File: src/rtl/cart_pkg.sv
// Shared cartridge definitions.
// - CPU address-map region bounds (ROM0, ROMX, EXTRAM)
// - MBC register windows, selected by addr[14:13] inside 0000-7FFF
// - Read-select enum used by the one-deep read pipeline
// - Cartridge-type header codes, kept for later MBC variants
package cart_pkg;

  localparam logic [15:0] ROM0_BASE   = 16'h0000;
  localparam logic [15:0] ROM0_LAST   = 16'h3FFF;
  localparam logic [15:0] ROMX_BASE   = 16'h4000;
  localparam logic [15:0] ROMX_LAST   = 16'h7FFF;
  localparam logic [15:0] EXTRAM_BASE = 16'hA000;
  localparam logic [15:0] EXTRAM_LAST = 16'hBFFF;

  // MBC register windows, decoded from addr[14:13] when addr[15] is 0.
  localparam logic [1:0] WIN_RAM_EN  = 2'd0;  // 0000-1FFF
  localparam logic [1:0] WIN_BANK_LO = 2'd1;  // 2000-3FFF
  localparam logic [1:0] WIN_BANK_HI = 2'd2;  // 4000-5FFF
  localparam logic [1:0] WIN_MODE    = 2'd3;  // 6000-7FFF

  typedef enum logic [1:0] {
    SEL_NONE = 2'd0,
    SEL_ROM  = 2'd1,
    SEL_RAM  = 2'd2,
    SEL_FF   = 2'd3
  } rd_sel_t;

  typedef enum logic [7:0] {
    CART_ROM_ONLY      = 8'h00,
    CART_MBC1          = 8'h01,
    CART_MBC1_RAM      = 8'h02,
    CART_MBC1_RAM_BATT = 8'h03,
    CART_MBC3          = 8'h11,
    CART_MBC5          = 8'h19
  } cart_type_t;

  function automatic logic in_rom(input logic [15:0] a);
    return (a >= ROM0_BASE) && (a <= ROMX_LAST);
  endfunction

  function automatic logic in_extram(input logic [15:0] a);
    return (a >= EXTRAM_BASE) && (a <= EXTRAM_LAST);
  endfunction

endpackage

File: src/rtl/cart_mbc1_if.sv
// CPU-side cartridge bus.
// - addr, data_w, write_enable : driven by the CPU (master)
// - data_r                     : read data, valid the cycle after the address
// - data_active                : cartridge claims the current read cycle
interface cart_mbc1_if;
  logic [15:0] addr;
  logic [7:0]  data_w;
  logic        write_enable;
  logic [7:0]  data_r;
  logic        data_active;

  modport master (
    output addr, data_w, write_enable,
    input  data_r, data_active
  );

  modport slave (
    input  addr, data_w, write_enable,
    output data_r, data_active
  );
endinterface

File: src/rtl/cart_mbc1_regs.sv
// MBC1 bank-control register file.
// Inputs : clk, reset (sync, active-high), write_enable, addr_hi (addr[15:13]),
//          data_w
// Outputs: ram_en, bank_lo (never 0), bank_hi, mode
module cart_mbc1_regs
  import cart_pkg::*;
(
  input  logic       clk,
  input  logic       reset,
  input  logic       write_enable,
  input  logic [2:0] addr_hi,
  input  logic [7:0] data_w,
  output logic       ram_en,
  output logic [4:0] bank_lo,
  output logic [1:0] bank_hi,
  output logic       mode
);

  // Upper data bits are not part of any MBC1 register field.
  logic unused_ok;
  assign unused_ok = ^data_w[7:5];

  // NOTE: state is updated with non-blocking assignments so every register
  // samples the pre-edge values, independent of statement order.
  always_ff @(posedge clk) begin
    if (reset) begin
      ram_en  <= 1'b0;
      bank_lo <= 5'd1;
      bank_hi <= 2'd0;
      mode    <= 1'b0;
    end else if (write_enable && !addr_hi[2]) begin
      case (addr_hi[1:0])
        WIN_RAM_EN:  ram_en  <= (data_w[3:0] == 4'hA);
        // Only the 5-bit field is zero-checked: 0x20 and 0x00 both select 1.
        WIN_BANK_LO: bank_lo <= (data_w[4:0] == 5'd0) ? 5'd1 : data_w[4:0];
        WIN_BANK_HI: bank_hi <= data_w[1:0];
        WIN_MODE:    mode    <= data_w[0];
        default:     ;
      endcase
    end
  end

endmodule

File: src/rtl/cart_mbc1.sv
// MBC1 cartridge controller.
// Ports: clk, reset (sync, active-high), bus (CPU side, slave modport),
//        rom_addr/rom_rdata (sync ROM array, 1-cycle read),
//        ram_addr/ram_wdata/ram_we/ram_rdata (sync RAM array, 1-cycle read).
// CPU writes to 0000-7FFF program the bank registers; reads of 0000-7FFF and
// A000-BFFF are mapped onto the arrays and returned one cycle later.
module cart_mbc1
  import cart_pkg::*;
#(
  parameter  int ROM_BANKS = 64,
  parameter  int RAM_BANKS = 4,
  localparam int ROM_BW    = $clog2(ROM_BANKS),
  localparam int RAM_BW    = $clog2((RAM_BANKS > 1) ? RAM_BANKS : 1),
  localparam int ROM_AW    = 14 + ROM_BW,
  localparam int RAM_AW    = 13 + RAM_BW
) (
  input  logic              clk,
  input  logic              reset,
  cart_mbc1_if.slave        bus,
  output logic [ROM_AW-1:0] rom_addr,
  input  logic [7:0]        rom_rdata,
  output logic [RAM_AW-1:0] ram_addr,
  output logic [7:0]        ram_wdata,
  output logic              ram_we,
  input  logic [7:0]        ram_rdata
);

  localparam logic HAS_RAM = (RAM_BANKS != 0);

  logic       ram_en;
  logic [4:0] bank_lo;
  logic [1:0] bank_hi;
  logic       mode;

  cart_mbc1_regs u_regs (
    .clk          (clk),
    .reset        (reset),
    .write_enable (bus.write_enable),
    .addr_hi      (bus.addr[15:13]),
    .data_w       (bus.data_w),
    .ram_en       (ram_en),
    .bank_lo      (bank_lo),
    .bank_hi      (bank_hi),
    .mode         (mode)
  );

  logic is_rom;
  logic is_ram;
  logic ram_ok;
  assign is_rom = in_rom(bus.addr);
  assign is_ram = in_extram(bus.addr);
  assign ram_ok = ram_en && HAS_RAM;

  // ROM bank: the lower window only sees bank_hi in mode 1; the upper window
  // always uses the full 7-bit bank. Truncating to ROM_BW bits wraps the bank
  // modulo ROM_BANKS.
  logic [6:0] rom_bank_full;
  always_comb begin
    if (bus.addr[14])
      rom_bank_full = {bank_hi, bank_lo};
    else
      rom_bank_full = mode ? {bank_hi, 5'd0} : 7'd0;
  end
  assign rom_addr = {rom_bank_full[ROM_BW-1:0], bus.addr[13:0]};

  // Bank bits above ROM_BW are dropped by design.
  logic unused_ok;
  assign unused_ok = ^rom_bank_full;

  if (RAM_BW > 0) begin : g_ram_bank
    logic [1:0] ram_bank_full;
    assign ram_bank_full = mode ? bank_hi : 2'd0;
    assign ram_addr      = {ram_bank_full[RAM_BW-1:0], bus.addr[12:0]};
  end else begin : g_ram_flat
    assign ram_addr = bus.addr[12:0];
  end

  assign ram_wdata       = bus.data_w;
  assign ram_we          = bus.write_enable && is_ram && ram_ok;
  assign bus.data_active = !bus.write_enable && (is_rom || is_ram);

  // The registered select is the whole read pipeline; the arrays supply the
  // matching 1-cycle data, so data_r is a plain mux on the select.
  rd_sel_t rd_sel;
  always_ff @(posedge clk) begin
    if (reset)                 rd_sel <= SEL_NONE;
    else if (bus.write_enable) rd_sel <= SEL_NONE;
    else if (is_rom)           rd_sel <= SEL_ROM;
    else if (is_ram)           rd_sel <= ram_ok ? SEL_RAM : SEL_FF;
    else                       rd_sel <= SEL_NONE;
  end

  // NOTE: the default assignment ahead of the case keeps this block purely
  // combinational (no latch) even if an arm is later removed.
  always_comb begin
    bus.data_r = 8'hFF;
    case (rd_sel)
      SEL_ROM: bus.data_r = rom_rdata;
      SEL_RAM: bus.data_r = ram_rdata;
      default: bus.data_r = 8'hFF;
    endcase
  end

endmodule

File: src/flat_wrapper.sv
// flat-port wrapper written by rule: the top's interface ports become plain ports
module cart_mbc1_flat import cart_pkg::*;
#(
  parameter  int ROM_BANKS = 64,
  parameter  int RAM_BANKS = 4,
  localparam int ROM_BW    = $clog2(ROM_BANKS),
  localparam int RAM_BW    = $clog2((RAM_BANKS > 1) ? RAM_BANKS : 1),
  localparam int ROM_AW    = 14 + ROM_BW,
  localparam int RAM_AW    = 13 + RAM_BW
)
  (clk, reset, rom_addr, rom_rdata, ram_addr, ram_wdata, ram_we, ram_rdata, bus_addr, bus_data_w, bus_write_enable, bus_data_r, bus_data_active);
  cart_mbc1_if bus_i ();
  input  logic clk;
  input  logic reset;
  output logic [ROM_AW-1:0] rom_addr;
  input  logic [7:0] rom_rdata;
  output logic [RAM_AW-1:0] ram_addr;
  output logic [7:0] ram_wdata;
  output logic ram_we;
  input  logic [7:0] ram_rdata;
  input wire logic [$bits(bus_i.addr)-1:0] bus_addr;
  input wire logic [$bits(bus_i.data_w)-1:0] bus_data_w;
  input wire logic [$bits(bus_i.write_enable)-1:0] bus_write_enable;
  output wire logic [$bits(bus_i.data_r)-1:0] bus_data_r;
  output wire logic [$bits(bus_i.data_active)-1:0] bus_data_active;
  assign bus_i.addr = bus_addr;
  assign bus_i.data_w = bus_data_w;
  assign bus_i.write_enable = bus_write_enable;
  assign bus_data_r = bus_i.data_r;
  assign bus_data_active = bus_i.data_active;
  cart_mbc1 #(.ROM_BANKS(ROM_BANKS), .RAM_BANKS(RAM_BANKS)) u_core (.clk(clk), .reset(reset), .bus(bus_i), .rom_addr(rom_addr), .rom_rdata(rom_rdata), .ram_addr(ram_addr), .ram_wdata(ram_wdata), .ram_we(ram_we), .ram_rdata(ram_rdata));
endmodule
File: config.mk
export PLATFORM = sky130hd
export DESIGN_NAME = cart_mbc1_flat
export DESIGN_NICKNAME = d
export VERILOG_FILES = /design/src/rtl/cart_pkg.sv /design/src/rtl/cart_mbc1_if.sv /design/src/rtl/cart_mbc1_regs.sv /design/src/rtl/cart_mbc1.sv /design/src/flat_wrapper.sv
export SDC_FILE = /design/constraint.sdc
export NUM_CORES = 1
export LEC_CHECK = 0
export BUFFER_PORTS_ARGS = -buffer_cell sky130_fd_sc_hd__buf_2
export CORE_MARGIN = 4
export CORE_UTILIZATION = 35
export DETAILED_ROUTE_END_ITERATION = 6
export GPL_TIMING_DRIVEN = 0
export PLACE_DENSITY = 0.85
export SYNTH_ARGS = -nofsm -noshare
export SYNTH_HDL_FRONTEND = slang
export SYNTH_SLANG_ARGS = --single-unit
File: constraint.sdc
create_clock -name clk -period 1.2 [get_ports clk]
set_input_delay 0.06 -clock clk [delete_from_list [all_inputs] [get_ports clk]]
set_output_delay 0.06 -clock clk [all_outputs]
set_load 0.1 [all_outputs]
==> impl_metrics.py, run 1 <==
metrics = {
    "power": {
        "combPwrFrac_pct": 62.5,
        "worst_ir_drop_vdd_uv": 781,
        "power.sequential.fraction_pct": 22.4,
        "power.internal_uw": 785,
        "total_leakage_power_nw": 0.814,
        "clkPwrFrac_pct": 15.1,
        "netSwitchingFraction_pct": 53.7,
        "switching_power_uw": 910,
        "power-per-cell-area_nw_per_um2": 1020,
    },
    "setup_path": {
        "worst-r2r-setup-slack_ns": 0.46,
        "rr_startpoint": "u_core.u_regs.ram_en",
        "crit_path_cell_trace": "inv_2 -> ha_4 -> a221o_4 -> buf_12",
        "arrival_ns": 1.48,
        "worst_ep_required_time_ns": 1.14,
        "timing.critical_path.to_type": "output port",
        "startpoint_class_of_the_critical_path": "flip-flop",
        "critical_path_buf_inv_count": 2,
        "worst_path_slowest_cell": "sky130_fd_sc_hd__dfxtp_2",
        "largest_fanout_on_the_critical_path": 8,
        "worstReg2RegEnd": "u_core.rd_sel[0]",
        "worst-setup-path-type": "flip-flop to output port",
        "critical_path.max_stage_delay_ns": 0.36,
        "reg2regPathDepth": 2,
        "timing.critical_path.max_delay_family": "flip-flops",
    },
    "grt": {
        "first_global_vias": 950,
        "initial_antenna_violation_count": 0,
        "gr-total-overflow": 0,
        "grt_usage_pct": 15.4,
        "grt_max_degree": 11,
        "grt_pass1_wl_um": 4240,
    },
    "logic_synthesis": {
        "synth_commonest_cells": "sky130_fd_sc_hd__buf_4, sky130_fd_sc_hd__dfxtp_1, sky130_fd_sc_hd__nor2_1, sky130_fd_sc_hd__a221o_1, sky130_fd_sc_hd__mux2i_1",
        "portion_of_the_post_synthesis_area_used_by_sequential_elements_pct": 23.6,
        "number_of_enable_type_register_cells_in_the_synthesized_netlist": 0,
        "synth.largest_area_cell": "sky130_fd_sc_hd__buf_4",
        "post_synth_fa_ha_maj_area_fraction_pct": 2.68,
        "synthMuxAreaShare_pct": 8.57,
        "library_cell_with_the_highest_instance_count_after_synthesis": "sky130_fd_sc_hd__buf_4",
        "share_of_synthesized_cell_area_in_and_or_nand_and_nor_gates_pct": 22.0,
        "synth_xor_area_share_pct": 0,
        "yosys_warnings": 0,
        "ys_seq_elements": 11,
        "synthesis.instances": 105,
        "yosys.cell_types.count": 24,
        "synth-compound-area-share_pct": 10.7,
        "netlist_area_um2": 935,
        "synth_top_family_by_area": "buffers and inverters",
        "postSynthNetCount": 150,
        "synthArstFlopShare_pct": 0,
        "syn_area_per_cell_um2": 8.90,
        "synth.top_cell.area_share_pct": 28.9,
        "synth_area_leaders": "sky130_fd_sc_hd__buf_4, sky130_fd_sc_hd__dfxtp_1, sky130_fd_sc_hd__a221o_1, sky130_fd_sc_hd__mux2i_1, sky130_fd_sc_hd__and2_1",
        "yosys_most_used_dff": "sky130_fd_sc_hd__dfxtp_1",
    },
    "routing": {
        "via_count_of_the_routed_design": 1002,
        "antenna_left": 0,
        "dr.first_iter.drc_count": 38,
        "detail_route.first_pass.iterations": 4,
        "wl_um": 2980,
        "detail_route.wl_per_cell_um": 13.9,
        "vias_per_cell": 4.66,
        "post-route-drc-count": 0,
    },
    "placed_design": {
        "placement.io_buffers": 79,
        "post-dp-hpwl_um": 2310,
        "finalWeightedCongestion": 0.730,
        "place_inst": 214,
    },
    "timing": {
        "fin_ws_ns": -0.341,
        "finalClockSkew_ns": 0.00332,
        "setup_total_negative_slack_ns": -2.65,
        "finalCriticalPeriod_ns": 1.54,
        "whs_ns": 0.0492,
        "slew_violations": 0,
        "timing.final.hold_violations": 0,
        "max_clock_freq_mhz": 649,
        "setup_viol": 8,
        "worstMarginPinSlew_ns": 0.506,
        "unrepaired_setup_endpoints_after_global_routing": "true",
        "final.period_utilization_pct": 128,
        "maxSlewHeadroom_pct": 65.9,
    },
    "finish": {
        "layout.cells.non_filler": 215,
        "drive_gt1_share_pct": 74.6,
        "antenna_cells": 0,
        "nFillCells": 206,
        "layout.nets": 231,
        "synthToLayoutAreaGrowth_pct": 77.0,
    },
    "floorplan": {
        "initial_core_util_pct": 37.1,
        "die_area_um2": 3560,
        "core_area_um2": 2520,
        "boundaryPins": 96,
        "chipHeight_um": 59.7,
        "die_width_um": 59.7,
        "placement_rows": 18,
    },
    "cts": {
        "clock_buffer_count_from_cts": 3,
        "tritoncts": "yes",
        "h-tree-depth": 1,
        "clkLatencyLatePin_ns": 0.27,
        "ctsRootBufferMaster": "sky130_fd_sc_hd__clkbuf_4",
        "tritoncts_num_sinks": 11,
        "clock_tree.buffer_depth": 2,
        "post_cts_hold_buffer_count": 0,
        "cts.reportedPaths.clkPinSlew_ns": 0.07,
    },
    "status": {
        "failed_checks": "setup timing",
        "status": "complete, but fails checks",
    },
    "min_path": {
        "holdCritStartpoint": "bus_write_enable",
        "min_path_cells": 2,
        "worst_hold_path.endpoint": "u_core.rd_sel[1]",
        "holdCritPathClass": "input pin to flip-flop",
    },
    "flow_run": {
        "maxCapViolCount": 0,
    },
}
## routing by layer
layer / share of wire (%) / vias up / track usage (%)
met2: 51 / 65 / 28.4
met4: 1.6 / 0 / 6.01
met1: 33 / 443 / 16.4
li1: - / 489 / -
met5: 0 / - / 0
met3: 14 / 5 / 4.10
## cells in the final DEF (no fill, tap or decap), types with 2 or more instances in the layout
| master | count |
|---|---|
| sky130_fd_sc_hd__dfxtp_1 | 9 |
| sky130_fd_sc_hd__mux2i_1 | 8 |
| sky130_fd_sc_hd__nor3_1 | 3 |
| sky130_fd_sc_hd__o21a_1 | 2 |
| sky130_fd_sc_hd__buf_4 | 40 |
| sky130_fd_sc_hd__ha_4 | 2 |
| sky130_fd_sc_hd__buf_2 | 62 |
| sky130_fd_sc_hd__dfxtp_2 | 2 |
| sky130_fd_sc_hd__buf_12 | 8 |
| sky130_fd_sc_hd__nor2_1 | 8 |
| sky130_fd_sc_hd__clkbuf_4 | 8 |
| sky130_fd_sc_hd__clkbuf_1 | 2 |
| sky130_fd_sc_hd__a221o_4 | 8 |
| sky130_fd_sc_hd__and2_1 | 7 |
## power by group through the flow
stage,Combinational [mW],Clock [mW],Sequential (mW)
floorplan,0.840,0,0.385
global placement,0.980,0,0.386
detailed placement,0.988,0,0.386
CTS,1.06,0.257,0.379
global route,1.09,0.275,0.380
finish,1.06,0.256,0.379
## how the worst max path moves through the flow
| stage | from | end | slack (ns) | cells past startpoint |
|---|---|---|---|---|
| 2_1_floorplan | u_core.rd_sel[0] | bus_data_r[0] | -0.10 | 4 |
| 3_3_place_gp | u_core.rd_sel[0] | bus_data_r[5] | -0.26 | 5 |
| 3_5_place_dp | u_core.rd_sel[0] | bus_data_r[5] | -0.27 | 5 |
| 4_1_cts | u_core.rd_sel[0] | bus_data_r[0] | -0.36 | 4 |
| 5_1_grt | u_core.rd_sel[0] | bus_data_r[7] | -0.38 | 4 |
| 6_report | u_core.rd_sel[0] | bus_data_r[2] | -0.34 | 4 |
## state kept, by name (all words and copies together) (netlist names)
register,cells
u_core.u_regs.bank_lo,5
u_core.rd_sel,2
u_core.u_regs.mode,1
u_core.u_regs.bank_hi,2
u_core.u_regs.ram_en,1
## worst register-to-register path, delay by kind of cell (launching register included)
family / cells / cell delay (ns)
AO/OA/AOI/OAI: 1 / 0.18
AND/OR/NAND/NOR: 1 / 0.15
flip-flops: 1 / 0.33
## per-stage QoR
step / worst slack (ns) / cell area, um^2 / power (mW) / utilization, %
detailed placement: -0.272 / 1500 / 1.37 / 59.5
CTS: -0.364 / 1640 / 1.69 / 65.1
global route: -0.376 / 1650 / 1.75 / 65.6
floorplan: -0.100 / 1070 / 1.23 / -
finish: -0.341 / 1650 / 1.69 / 65.6
global placement: -0.258 / 1500 / 1.37 / 59.5
## cell type report
class | count | area (um^2) | area share, %
timing repair buffer | 79 | 538 | 32.5
multi-input combinational | 51 | 537 | 32.5
buffer | 38 | 285 | 17.2
sequential | 11 | 223 | 13.5
tap | 30 | 37.5 | 2.27
clock buffer | 4 | 26.3 | 1.59
inverter | 2 | 7.51 | 0.454
## repair_timing
action / 4_1_cts / 5_1_grt
pin swaps: 9 / 2
setup buffers: 0 / 0
gates resized for setup: 40 / 5
setup endpoints to repair: 12 / 13
## logic make-up (layout without fill, tap and decap cells)
kind of cell / Yosys count / after routing
compound gates: 11 / 11
fa+ha+maj: 2 / 2
buf+inv: 43 / 123
flops: 11 / 11
mux: 8 / 8
simple gates: 30 / 30
Power figures use the tool's default switching activity.
==> inputs of run 2 (changes only) <==
GPL_TIMING_DRIVEN = default   (was 0)
==> run 2 against run 1 <==
The flow still finishes with violations (setup timing); cell count decreased by 30%; power decreased by 30%; core utilization decreased by 11 points; setup slack improved by 0.010 ns; combinational power decreased by 47%; non-clock buffer count decreased by 65; final area decreased by 17%; hold slack improved by 0.0050 ns; highest routed layer unchanged; critical path type unchanged; critical path depth unchanged; sequential cell count unchanged.
==> impl_metrics.py, run 2 (synthesis results as in run 1) <==
metrics = {
    "status": {
        "status": "complete, but fails checks",
        "failed_checks": "setup timing",
    },
    "routing": {
        "detail_route.wl_per_cell_um": 15.7,
        "detail_route.first_pass.iterations": 2,
        "vias_per_cell": 5.31,
        "dr.first_iter.drc_count": 34,
        "via_count_of_the_routed_design": 797,
        "post-route-drc-count": 0,
        "wl_um": 2360,
        "antenna_left": 0,
    },
    "setup_path": {
        "startpoint_class_of_the_critical_path": "flip-flop",
        "largest_fanout_on_the_critical_path": 8,
        "worst-setup-path-type": "flip-flop to output port",
        "timing.critical_path.to_type": "output port",
        "arrival_ns": 1.47,
        "worst_ep_required_time_ns": 1.14,
    },
    "grt": {
        "gr-total-overflow": 0,
        "grt_use_met1_pct": 12.6,
        "grt_max_degree": 13,
        "use_met3_pct": 3.89,
        "first_global_vias": 792,
        "gr-usage-met2_pct": 25.6,
        "grt_pass1_wl_um": 3580,
        "grt_usage_pct": 13.3,
        "initial_antenna_violation_count": 0,
        "globalRoute.busiestLayer": "met2",
    },
    "finish": {
        "layout.nets": 166,
        "nFillCells": 239,
        "largest_register": "u_core.u_regs.bank_lo",
        "register_area_um2": 228,
        "layout_commonest_cell": "sky130_fd_sc_hd__buf_2",
        "synthToLayoutAreaGrowth_pct": 46.7,
        "largest_reg_flops": 5,
        "mostFrequentLayoutCells": "sky130_fd_sc_hd__buf_2, sky130_fd_sc_hd__buf_12, sky130_fd_sc_hd__dfxtp_1",
        "multi_input_area_um2": 537,
        "drive_gt1_share_pct": 62.5,
        "top_regs": "u_core.u_regs.bank_lo x5, u_core.rd_sel x2, u_core.u_regs.bank_hi x2",
        "antenna_cells": 0,
    },
    "timing": {
        "unrepaired_setup_endpoints_after_global_routing": "true",
        "timing.final.hold_violations": 0,
        "final.period_utilization_pct": 128,
        "slew_violations": 0,
        "setup_viol": 8,
        "finalClockSkew_ns": 0.000107,
        "worstMarginPinSlew_ns": 0.499,
        "fin_ws_ns": -0.331,
        "finalCriticalPeriod_ns": 1.53,
        "max_clock_freq_mhz": 653,
        "maxSlewHeadroom_pct": 66.5,
        "whs_ns": 0.0541,
    },
    "cts": {
        "h-tree-depth": 1,
        "post_cts_buffers": 0,
        "cts.reportedPaths.clkPinSlew_ns": 0.07,
        "clock_tree.buffer_depth": 2,
        "tritoncts": "yes",
        "tritoncts_num_sinks": 11,
        "clkLatencyLatePin_ns": 0.26,
        "ctsRootBufferMaster": "sky130_fd_sc_hd__clkbuf_4",
        "clock_buffer_count_from_cts": 3,
        "post_cts_hold_buffer_count": 0,
    },
    "power": {
        "combPwrFrac_pct": 47.6,
        "power.sequential.fraction_pct": 31.7,
        "total_leakage_power_nw": 0.563,
        "power-per-cell-area_nw_per_um2": 867,
        "power.internal_uw": 695,
        "netSwitchingFraction_pct": 41.5,
        "switching_power_uw": 493,
        "worst_ir_drop_vdd_uv": 698,
        "clkPwrFrac_pct": 20.7,
        "total_power_mw": 1.19,
    },
    "floorplan": {
        "die_width_um": 59.7,
        "placement_rows": 18,
        "die_area_um2": 3560,
        "initial_core_util_pct": 37.1,
        "core_area_um2": 2520,
        "boundaryPins": 96,
        "chipHeight_um": 59.7,
    },
    "placed_design": {
        "placement.io_buffers": 50,
        "finalWeightedCongestion": 0.702,
        "post-dp-hpwl_um": 1960,
    },
    "flow_run": {
        "maxCapViolCount": 0,
    },
    "min_path": {
        "holdCritPathClass": "input pin to flip-flop",
    },
}
## run 2: cell types whose count changed in the layout (fill, tap and decap cells not counted), moves of 2 or more
cell,change
sky130_fd_sc_hd__buf_12,+10
sky130_fd_sc_hd__clkbuf_4,-5
sky130_fd_sc_hd__dfxtp_2,-2
sky130_fd_sc_hd__buf_4,-38
sky130_fd_sc_hd__dfxtp_4,+2
sky130_fd_sc_hd__buf_2,-30
## run 2: layer usage
layer / share of wire (%) / routed length, um / up-vias
li1: - / - / 363
met1: 33 / 783 / 368
met2: 52 / 1240 / 49
met3: 12 / 271 / 17
met4: 2.8 / 65 / 0
met5: 0 / 0 / -
## run 2: path summary, 6_finish.rpt
kind / start / to / slack, ns / cells past startpoint
worst max-delay path: u_core.rd_sel[0] / bus_data_r[7] / -0.33 / 4
worst min-delay path: bus_write_enable / u_core.rd_sel[1] / 0.05 / 2
worst min register to register: u_core.u_regs.bank_lo[0] / u_core.u_regs.bank_lo[0] / 0.49 / 2
worst max register to register: u_core.u_regs.ram_en / u_core.rd_sel[0] / 0.46 / 2
## run 2: metrics by stage
stage               TNS, ns  worst slack (ns)  util, %  instance area (um^2)  instances
floorplan            -0.889            -0.100        -                  1070        105
global placement      -1.40            -0.176     52.1                  1320        146
detailed placement    -1.64            -0.210     52.1                  1320        146
CTS                   -2.62            -0.331     54.2                  1370        150
global route          -3.02            -0.381     54.4                  1370        150
finish                -2.57            -0.331     54.4                  1370        150
## run 2: power by group through the flow
stage          combinational [mW]  sequential (mW)  clock, mW
2_1_floorplan               0.840            0.385          0
3_3_place_gp                0.552            0.386          0
3_5_place_dp                0.561            0.386          0
4_1_cts                     0.570            0.379      0.254
5_1_grt                     0.586            0.377      0.286
6_report                    0.566            0.376      0.246
## run 2: critical path, stage by stage, from the launching register on
cell,delay [ns]
sky130_fd_sc_hd__dfxtp_4,0.37
sky130_fd_sc_hd__inv_2,0.04
sky130_fd_sc_hd__ha_4,0.26
sky130_fd_sc_hd__a221o_4,0.36
sky130_fd_sc_hd__buf_12,0.17
## run 2: final cells by class
type / count / area share [%]
multi-input cells: 51 / 39.1
flip-flops and latches: 11 / 16.6
clock buffers: 4 / 1.92
inverters: 2 / 0.547
well taps: 30 / 2.74
repair buffers: 52 / 39.1
## run 2: timing repair
| item | CTS | global route |
|---|---|---|
| resized for setup | 6 | 2 |
| setup endpoints to repair | 8 | 8 |
| pin swaps | 6 | 0 |
==> inputs of run 3 (changes only) <==
ABC_AREA = 1   (was default)
CORE_UTILIZATION = 36   (was 35)
PLACE_DENSITY = 0.84   (was 0.85)
==> run 3 against run 2 <==
Hold slack improved by 0.031 ns; count of clock-buffer cells in the layout unchanged; die area increased by 4.0%; cell count rose by 40%; sequential cell count did not move; clock power about the same; synthesized cell count grew 55%; final area up 8.3%; clock skew rose by 0.0050 ns; highest routed layer unchanged; synthesized area grew 7.6%; sequential share of layout area fell by 1.6 points; the run still ends with setup timing left; setup slack gained 0.18 ns.
==> impl_metrics.py, run 3 <==
metrics = {
    "floorplan": {
        "die_area_um2": 3700,
        "die_width_um": 60.9,
        "chipHeight_um": 60.9,
        "boundaryPins": 96,
        "core_area_um2": 2570,
        "initial_core_util_pct": 39.2,
        "placement_rows": 18,
    },
    "logic_synthesis": {
        "synth_commonest_cells": "sky130_fd_sc_hd__nand2_1, sky130_fd_sc_hd__buf_4, sky130_fd_sc_hd__nor2_1, sky130_fd_sc_hd__inv_1, sky130_fd_sc_hd__dfxtp_1",
        "yosys.cell_types.count": 19,
        "ys_seq_elements": 11,
        "yosys_warnings": 0,
        "synth.top_cell.area_share_pct": 26.1,
        "library_cell_with_the_highest_instance_count_after_synthesis": "sky130_fd_sc_hd__nand2_1",
        "postSynthNetCount": 208,
        "number_of_enable_type_register_cells_in_the_synthesized_netlist": 0,
        "syn_area_per_cell_um2": 6.17,
        "synthArstFlopShare_pct": 0,
        "synthesis.instances": 163,
        "yosys_most_used_dff": "sky130_fd_sc_hd__dfxtp_1",
        "netlist_area_um2": 1010,
        "synth_area_leaders": "sky130_fd_sc_hd__buf_4, sky130_fd_sc_hd__dfxtp_1, sky130_fd_sc_hd__nand2_1, sky130_fd_sc_hd__nor2_1, sky130_fd_sc_hd__inv_1",
        "portion_of_the_post_synthesis_area_used_by_sequential_elements_pct": 21.9,
        "synth.largest_area_cell": "sky130_fd_sc_hd__buf_4",
    },
    "grt": {
        "grt_max_degree": 11,
        "gr-total-overflow": 0,
        "initial_antenna_violation_count": 0,
        "grt_pass1_wl_um": 3930,
        "grt_usage_pct": 14.1,
        "first_global_vias": 930,
    },
    "timing": {
        "timing.final.hold_violations": 0,
        "finalCriticalPeriod_ns": 1.35,
        "final.period_utilization_pct": 112,
        "finalClockSkew_ns": 0.00515,
        "fin_ws_ns": -0.149,
        "slew_violations": 0,
        "maxSlewHeadroom_pct": 67.8,
        "setup_viol": 8,
        "unrepaired_setup_endpoints_after_global_routing": "true",
        "worstMarginPinSlew_ns": 0.486,
        "max_clock_freq_mhz": 741,
    },
    "cts": {
        "clock_tree.buffer_depth": 2,
        "h-tree-depth": 1,
        "tritoncts_num_sinks": 11,
        "clock_buffer_count_from_cts": 3,
        "clkLatencyLatePin_ns": 0.26,
        "ctsRootBufferMaster": "sky130_fd_sc_hd__clkbuf_4",
        "tritoncts": "yes",
        "post_cts_hold_buffer_count": 0,
        "cts.reportedPaths.clkPinSlew_ns": 0.06,
    },
    "power": {
        "total_power_mw": 1.26,
        "combPwrFrac_pct": 49.9,
        "worst_ir_drop_vdd_uv": 810,
        "netSwitchingFraction_pct": 43.6,
        "clkPwrFrac_pct": 19.6,
        "switching_power_uw": 550,
        "power-per-cell-area_nw_per_um2": 849,
        "power.sequential.fraction_pct": 30.5,
        "power.internal_uw": 711,
        "total_leakage_power_nw": 0.735,
    },
    "routing": {
        "post-route-drc-count": 0,
        "detail_route.first_pass.iterations": 4,
        "wl_um": 2420,
        "detail_route.wl_per_cell_um": 11.5,
        "dr.first_iter.drc_count": 32,
        "vias_per_cell": 4.60,
        "antenna_left": 0,
        "via_count_of_the_routed_design": 967,
    },
    "finish": {
        "final_design_area_no_fill_um2": 1490,
        "layout.nets": 226,
        "largest_reg_flops": 5,
        "top_regs": "u_core.u_regs.bank_lo x5, u_core.rd_sel x2, u_core.u_regs.bank_hi x2",
        "layout_commonest_cell": "sky130_fd_sc_hd__nand2_1",
        "largest_register": "u_core.u_regs.bank_lo",
        "drive_gt1_share_pct": 46.7,
        "synthToLayoutAreaGrowth_pct": 47.6,
        "layout.cells.non_filler": 210,
        "antenna_cells": 0,
        "mostFrequentLayoutCells": "sky130_fd_sc_hd__nand2_1, sky130_fd_sc_hd__buf_2, sky130_fd_sc_hd__nor2_1",
    },
    "setup_path": {
        "arrival_ns": 1.29,
        "worst_ep_required_time_ns": 1.14,
        "worst-setup-path-type": "flip-flop to output port",
        "timing.critical_path.to_type": "output port",
        "startpoint_class_of_the_critical_path": "flip-flop",
        "largest_fanout_on_the_critical_path": 8,
    },
    "status": {
        "failed_checks": "setup timing",
        "status": "complete, but fails checks",
    },
    "placed_design": {
        "placed_area_um2": 1300,
        "post-place-ws_ns": -0.0390,
        "place_inst": 205,
        "placement.io_buffers": 50,
        "finalWeightedCongestion": 0.778,
        "post-dp-hpwl_um": 1800,
    },
    "flow_run": {
        "maxCapViolCount": 0,
    },
    "min_path": {
        "holdCritPathClass": "input pin to flip-flop",
    },
}
[run 3: changes by cell type in the layout (fill, tap and decap cells not counted), moves of 2 or more]
cell                      change
sky130_fd_sc_hd__nand2_1     +42
sky130_fd_sc_hd__inv_1       +16
sky130_fd_sc_hd__nor2_1      +13
sky130_fd_sc_hd__a221o_4      -8
sky130_fd_sc_hd__mux2i_1      -8
sky130_fd_sc_hd__nand2_2      +8
sky130_fd_sc_hd__nand3_4      +8
sky130_fd_sc_hd__and2_1       -7
sky130_fd_sc_hd__dfxtp_2      +2
sky130_fd_sc_hd__dfxtp_4      -2
sky130_fd_sc_hd__nand2_4      +2
sky130_fd_sc_hd__nor3_1       -2
sky130_fd_sc_hd__o21a_1       -2
[run 3: cell families after synthesis]
kind of cell	Yosys count	share of synthesized area (%)
and+or+nand+nor	89	38.3
DFF	11	21.9
AOI/OAI and AO/OA	2	0.994
buffers and inverters	59	36.3
adders and majority gates	2	2.49
[run 3: cell type report]
class	instances	area [um^2]
Timing Repair Buffer	51	528
Fill cell	224	1080
Sequential cell	11	223
Multi-Input combinational cell	93	579
Inverter	21	91.3
Tap cell	30	37.5
Clock buffer	4	26.3
[run 3: worst paths after layout]
check	startpoint	endpoint	slack, ns	depth (start not counted)
min	bus_addr[15]	u_core.rd_sel[1]	0.09	3
max	u_core.rd_sel[0]	bus_data_r[2]	-0.15	5
max reg2reg	u_core.u_regs.ram_en	u_core.rd_sel[0]	0.47	2
min reg2reg	u_core.u_regs.bank_lo[0]	u_core.u_regs.bank_lo[0]	0.48	2
[run 3: repair_timing]
item,4_1_cts,5_1_grt
buffers inserted,1,0
setup endpoints to repair,8,9
gates resized for setup,34,0
pin swaps,3,1
[run 3: power groups by stage]
stage,clock network (mW),logic [mW],registers (mW)
final,0.247,0.629,0.385
after global routing,0.274,0.659,0.387
after CTS,0.255,0.628,0.385
after detailed placement,0,0.571,0.393
after global placement,0,0.567,0.392
after floorplan,0,0.849,0.391
[run 3: metrics by stage]
| stage | util, % | setup TNS, ns | hold slack (ns) |
|---|---|---|---|
| finish | 57.8 | -1.04 | 0.0850 |
| global route | 57.8 | -1.46 | 0.107 |
| CTS | 57.8 | -0.949 | 0.0820 |
| detailed placement | 50.5 | -0.259 | 0.121 |
| global placement | 50.5 | -0.0627 | 0.121 |
| floorplan | - | -3.22 | 0.221 |
[run 3: worst max-delay path, cell delays in order, from the launching register on]
cell and delay, ns:
sky130_fd_sc_hd__dfxtp_2 0.32, sky130_fd_sc_hd__buf_4 0.14, sky130_fd_sc_hd__ha_4 0.20, sky130_fd_sc_hd__nand2_2 0.11
sky130_fd_sc_hd__nand3_4 0.09, sky130_fd_sc_hd__buf_12 0.17
[run 3: metal layers]
layer | part of all wire, % | GRT usage [%]
met5 | 0 | 0
met4 | 6.4 | 8.67
met3 | 12 | 5.11
met2 | 48 | 25.0
met1 | 33 | 13.9
